$ cat src/rtl/aes_round_ctrl.sv
// Round sequencer for the iterative AES core: walks the shared round datapath through
// key addition plus Nr rounds. Optional post-job state scrub via AES_CTRL_STATE_CLEAR_EN.
module aes_round_ctrl #(
    parameter int RND_W = 4
) (
    input  logic             clk_i,
    input  logic             rst_i,
    input  logic             in_valid_i,
    output logic             in_ready_o,
    input  logic [1:0]       op_i,
    input  logic [1:0]       key_len_i,
    output logic             sub_req_o,
    input  logic             sub_ack_i,
    output logic             key_req_o,
    input  logic             key_ack_i,
    output logic             state_we_o,
    output logic [1:0]       state_sel_o,
    output logic [1:0]       shift_op_o,
    output logic             mix_bypass_o,
    output logic [RND_W-1:0] round_o,
    output logic             out_valid_o,
    input  logic             out_ready_i,
    output logic             busy_o,
    output logic             err_o,
    output logic             state_clear_o
);

    typedef enum logic [2:0] {
        S_IDLE,
        S_INIT,
        S_SUB,
        S_KEY,
`ifdef AES_CTRL_STATE_CLEAR_EN
        S_CLEAR,
`endif
        S_DONE
    } state_t;

    state_t           state_reg, state_next;
    logic [1:0]       op_reg;
    logic [RND_W-1:0] nr_reg;
    logic [RND_W-1:0] round_reg;
    logic             err_reg;

    logic             accept;
    logic             op_legal;
    logic             last_round;
    logic [RND_W-1:0] nr_sel;

    assign accept     = in_valid_i && (state_reg == S_IDLE);
    assign op_legal   = (op_i == 2'b01) || (op_i == 2'b10);
    assign last_round = (round_reg == nr_reg);

    // key_len 3 is folded onto AES-128
    always_comb begin
        case (key_len_i)
            2'd1:    nr_sel = RND_W'(12);
            2'd2:    nr_sel = RND_W'(14);
            default: nr_sel = RND_W'(10);
        endcase
    end

    always_ff @(posedge clk_i) begin
        if (rst_i) begin
            state_reg <= S_IDLE;
        end else begin
            state_reg <= state_next;
        end
    end

    always_comb begin
        state_next = state_reg;
        case (state_reg)
            S_IDLE: if (accept && op_legal) state_next = S_INIT;
            S_INIT: if (key_ack_i) state_next = S_SUB;
            S_SUB:  if (sub_ack_i) state_next = S_KEY;
            S_KEY:  if (key_ack_i) state_next = last_round ? S_DONE : S_SUB;
`ifdef AES_CTRL_STATE_CLEAR_EN
            S_DONE:  if (out_ready_i) state_next = S_CLEAR;
            S_CLEAR: state_next = S_IDLE;
`else
            S_DONE:  if (out_ready_i) state_next = S_IDLE;
`endif
            default: state_next = S_IDLE;
        endcase
    end

    // Job context; an illegal op only raises the error pulse and touches nothing else
    always_ff @(posedge clk_i) begin
        if (rst_i) begin
            op_reg    <= 2'b00;
            nr_reg    <= '0;
            round_reg <= '0;
            err_reg   <= 1'b0;
        end else begin
            err_reg <= accept && !op_legal;
            if (accept && op_legal) begin
                op_reg    <= op_i;
                nr_reg    <= nr_sel;
                round_reg <= '0;
            end else if (state_reg == S_INIT && key_ack_i) begin
                round_reg <= RND_W'(1);
            end else if (state_reg == S_KEY && key_ack_i && !last_round) begin
                round_reg <= round_reg + 1'b1;
            end
        end
    end

    always_comb begin
        in_ready_o    = 1'b0;
        sub_req_o     = 1'b0;
        key_req_o     = 1'b0;
        state_we_o    = 1'b0;
        state_sel_o   = 2'd0;
        mix_bypass_o  = 1'b0;
        out_valid_o   = 1'b0;
        state_clear_o = 1'b0;
        case (state_reg)
            S_IDLE: in_ready_o = 1'b1;
            S_INIT: begin
                key_req_o = 1'b1;
                if (key_ack_i) begin
                    state_we_o  = 1'b1;
                    state_sel_o = 2'd1;
                end
            end
            S_SUB: sub_req_o = 1'b1;
            S_KEY: begin
                key_req_o    = 1'b1;
                mix_bypass_o = last_round;
                if (key_ack_i) begin
                    state_we_o  = 1'b1;
                    state_sel_o = last_round ? 2'd3 : 2'd2;
                end
            end
            S_DONE: out_valid_o = 1'b1;
`ifdef AES_CTRL_STATE_CLEAR_EN
            S_CLEAR: state_clear_o = 1'b1;
`endif
            default: in_ready_o = 1'b0;
        endcase
    end

    assign busy_o     = (state_reg != S_IDLE);
    assign err_o      = err_reg;
    assign shift_op_o = op_reg;
    assign round_o    = round_reg;

endmodule

$ cat config.mk
export PLATFORM = sky130hd
export DESIGN_NAME = aes_round_ctrl
export DESIGN_NICKNAME = d
export VERILOG_FILES = /design/src/rtl/aes_round_ctrl.sv
export SDC_FILE = /design/constraint.sdc
export NUM_CORES = 1
export LEC_CHECK = 0
export CORE_AREA = 2 2 41 43
export DETAILED_ROUTE_END_ITERATION = 10
export DIE_AREA = 0 0 43 45
export DONT_BUFFER_PORTS = 1
export PLACE_DENSITY = 0.71
export SLEW_MARGIN = 20
export SYNTH_ARGS = -nofsm -noshare
export SYNTH_HDL_FRONTEND = slang
export SYNTH_SLANG_ARGS = --single-unit
$ cat constraint.sdc
create_clock -name clk_i -period 2.1 [get_ports clk_i]
set_input_delay 0.315 -clock clk_i [delete_from_list [all_inputs] [get_ports clk_i]]
set_output_delay 0.315 -clock clk_i [all_outputs]
set_load 0.02 [all_outputs]
Word-level counts from Yosys, hierarchy flattened

Cells that the tools add are included.

$add $sub $neg: 1
Eq/ne operators: 14
Mux-type cells: 21
Reduce and logical (&&, ||, !) cells: 16

Operator list:

| operator                                                        | number |
|---|---|
| 3-bit two-way mux                                               | 6 |
| 3-bit case mux with 5 select lines                              | 1 |
| 1-bit two-way mux                                               | 11 |
| 2-bit != test, second input constant                            | 4 |
| 3-bit by 2-bit == test with 1-bit output, second input constant | 2 |
| 1-bit logical AND                                               | 6 |
| 3-bit case mux with 2 select lines                              | 1 |
| 5-bit AND reduction                                             | 1 |
| 4-bit by 1-bit adder with 4-bit output, second input constant   | 1 |
| 2-bit by 1-bit == test with 1-bit output, second input constant | 2 |
| 2-bit == test, second input constant                            | 2 |
| 4-bit == test                                                   | 1 |
| 2-bit case mux with 2 select lines                              | 1 |
| 2-bit OR reduction                                              | 2 |
| 3-bit by 1-bit == test with 1-bit output, second input constant | 1 |
| 3-bit == test, second input constant                            | 1 |
| 3-bit logical NOT                                               | 1 |
| 3-bit nonzero test                                              | 1 |
| 3-bit OR reduction                                              | 1 |
| 1-bit logical NOT                                               | 2 |
| 2-bit two-way mux                                               | 1 |
| 2-bit by 1-bit != test with 1-bit output, second input constant | 1 |
| 2-bit nonzero test                                              | 1 |
| 1-bit logical OR                                                | 1 |

Flip-flop bits (word level): 14
Input bits: 10
Output and inout bits: 17
Word-level logic and storage cells: 58

Logic depth before layout (Yosys ltp)

Depth in word-level cells: 5
Gate-level depth with buffers: 5
Depth with buffers taken out: 4

Worst setup path before layout

OpenSTA, ideal clock, no wires.

Kind: register -> output
From: register round_reg[1] (netlist: round_o[1])
To: output mix_bypass_o
Arrival time: 1.366 ns
Data required time: 1.785 ns
Path slack: 0.419 ns
Stages on the path, launching flop included: 4
Path buffers: 0
Cells stage by stage: dfxtp_1 xor2_1 nor4_4 and3_1

Word-level cells in the longest chain between the ends: 2

RTL lines:

| element                  | line | text |
|---|---|---|
| start: declaration       | 42   | `logic [RND_W-1:0] round_reg;` |
| start signal: assignment | 104  | `round_reg <= round_reg + 1'b1;` |
| 4-bit == test            | 52   | `assign last_round = (round_reg == nr_reg);` |
| 1-bit two-way mux        | 118  | `case (state_reg)` |
| end: declaration         | 19   | `output logic mix_bypass_o,` |

Every way passes these cells.

Worst setup path after layout

From: register round_reg[2] (netlist: round_o[2])
To: output mix_bypass_o

Same word-level chain as after synthesis.

==> results.md <==
- Largest net degree at the start of global routing: 11
- Global-route wire length before repair: roughly 2600 um
- Placed cell area: 790 um2
- Mapped cell area: 763 um2
- Sequential share of the synthesized area: between 30% and 40%
- Worst Path Required: 1780 ps
- Final Skew: between 2 and 3 ps
- Power per cell area: 756 nW/um2
- Hold path startpoint: rst_i
- Number of max-cap violations: 0
- Starting Density: between 50% and 60%
- Mapped Cells: 87
- Die W: between 40 and 50 um
- Root buf cell: clkbuf_4
- EDFF count, synth: 0
- Commonest non-fill, non-tap cell in the layout: dfxtp_1
- Drt drc: 0
- Total power: 0.000623 W
- Run status: finished, final reports clean
- Final Hold Fails: 0
- Ys flop type: dfxtp_1
- DIE AREA: 1940 um2
- Via Count: a little over 600
- Share of post-route cells with drive strength above 1: 21.5%
- Hold buffer count at cts: 0
- WP data arrival: 1580 ps
- Leak: about 0.35 nW
- Placed insts: 104
- R2r startpoint: round_o[0]
- Layout Nets: 106
- Yosys warnings: 0
- Setup TNS: 0 ps
- Synthesis-to-layout area growth: 8.03%
- Port bufs: 0
- Vias per cell: 5.72
- Post-synthesis net count: 99
- Startpoint types: flop
- Sinks on Clock Net: 13
- Final setup fails: 0
- Flop2flop setup slack: 500 ps
- Number of global-route vias before repair: 625
- RSZ-0062 raised after global routing: no
- Max-slew violations: 0
- Hold depth: 1
- Synth area leaders: dfxtp_1 (34%), a21oi_1 (4.6%), xor2_1 (4.6%)
- Core area: ~1500 um2
- Hpwl dp: 1150 um
- Max IR drop VDD: between 400 and 500 uV
- FF+latch count, synth: 13
- Fin cells: approximately 110
- Period minus WS final: 1900 ps
- GPL Wtd Cong: 0.784
- H-tree depth: 1
- Clk buf depth: 2
- Overall Global Routing Usage: 18.4%
- 1st-pass router iterations: 4
- Max reg flops: 4
- Syn Area/Cell: 8.77 um2
- Most frequent cells in the layout: dfxtp_1 (12), nor2_1 (8), a21oi_1 (7), buf_4 (7)
- Min-delay worst type: input pin to flop
- N_diodes: 0
- Die height: 45 um
- Routed wire length: 1530 um
- Initial antenna violation count: 0
- Crit path kind: flop to primary output
- Row Count: 14
- Grt ovf: 0
- Post-synth ARST share: 0%
- Maximum clock frequency: 527 MHz
- Reg2Reg Depth: 4
- Top cell type's share of synthesized area: 34.1%
- Endpoint, Worst Hold: nr_reg[1]
- Clock buffer count from CTS: 3
- Reg clk slew, reported paths: 80 ps
- Final ANT Viol Nets: 0
- Final Cell Area: 825 um2
- Yosys cell types: 35
- Num ports: 27
- TritonCTS clock tree: built
- Crit Reg-Reg Endpoint: round_o[2]
- Post-synth top area cell: dfxtp_1
- Final hold slack: 99.5 ps
- Tcrit/Tclk final: 90.4%
- Peak fanout along the critical path: 7
- Routed len/inst: 14.1 um
- Initial drt markers: 7
- CP Capture Type: primary output
- Clock Latency Late Sink: around 270 ps
==> cell usage after synthesis (all sizes together) (3+ instances only) <==
master and instances:
buf 4, a211oi 4, a21oi 7, nand2 3, inv 6, dfxtp 13, o21ai 6, xor2 4
nor2 9, nor3 5, o21a 4
==> through the flow <==
| step | utilization [%] | worst slack [ps] |
|---|---|---|
| after floorplan | - | 419 |
| after global placement | 53.7 | 423 |
| after detailed placement | 53.7 | 394 |
| after CTS | 55.4 | 78.3 |
| after global routing | 56.0 | 94.8 |
| final | 56.0 | 203 |
==> worst max-delay path, cell delays in order, from the launching register on <==
cell and delay [ps]:
dfxtp_2 390, xor2_1 200, nor4_4 380, and3_1 340
==> cell families (layout without fill, tap and decap cells) <==
logic type      Yosys count  in the layout  share of synthesized area, %
compound gates           26             26                          22.6
simple gates             30             30                          26.9
fa+ha+maj                 2              2                          3.28
flops                    13             13                          34.1
buf+inv                  11             17                          8.03
xor+xnor                  4              4                          4.59
other cells               1              1                         0.491
==> layout make-up <==
class	instances	area, um2
timing repair buffer	7	52.6
inverter	6	22.5
tap	16	20.0
multi-input combinational	63	442
clock buffer	4	26.3
sequential	13	262
fill	149	647
==> how the worst max path moves through the flow <==
stage,to,cells after the start,startpoint
final,mix_bypass_o,3,round_o[2]
after global routing,mix_bypass_o,3,round_o[2]
after CTS,mix_bypass_o,3,round_o[2]
after detailed placement,mix_bypass_o,3,round_o[2]
after global placement,mix_bypass_o,3,round_o[2]
after floorplan,mix_bypass_o,3,round_o[1]
==> what timing repair did <==
item	CTS	global route
setup endpoints to repair	0	2
gates resized for setup	0	1
setup buffers	0	1
==> power by group <==
group	switching, W	internal [W]
clock	0.0000787	0.0000735
combinational	0.0000993	0.0000709
sequential	0.0000357	0.000265
==> layer usage <==
metal | global-route usage (%) | vias to the layer above | routed length (um)
met5 | 0 | - | 0
met4 | 10.9 | 0 | 15
met3 | 4.40 | 2 | 106
met2 | 29.7 | 18 | 692
met1 | 22.5 | 286 | 719
li1 | - | 317 | -
(Power assumes the default switching activity.)
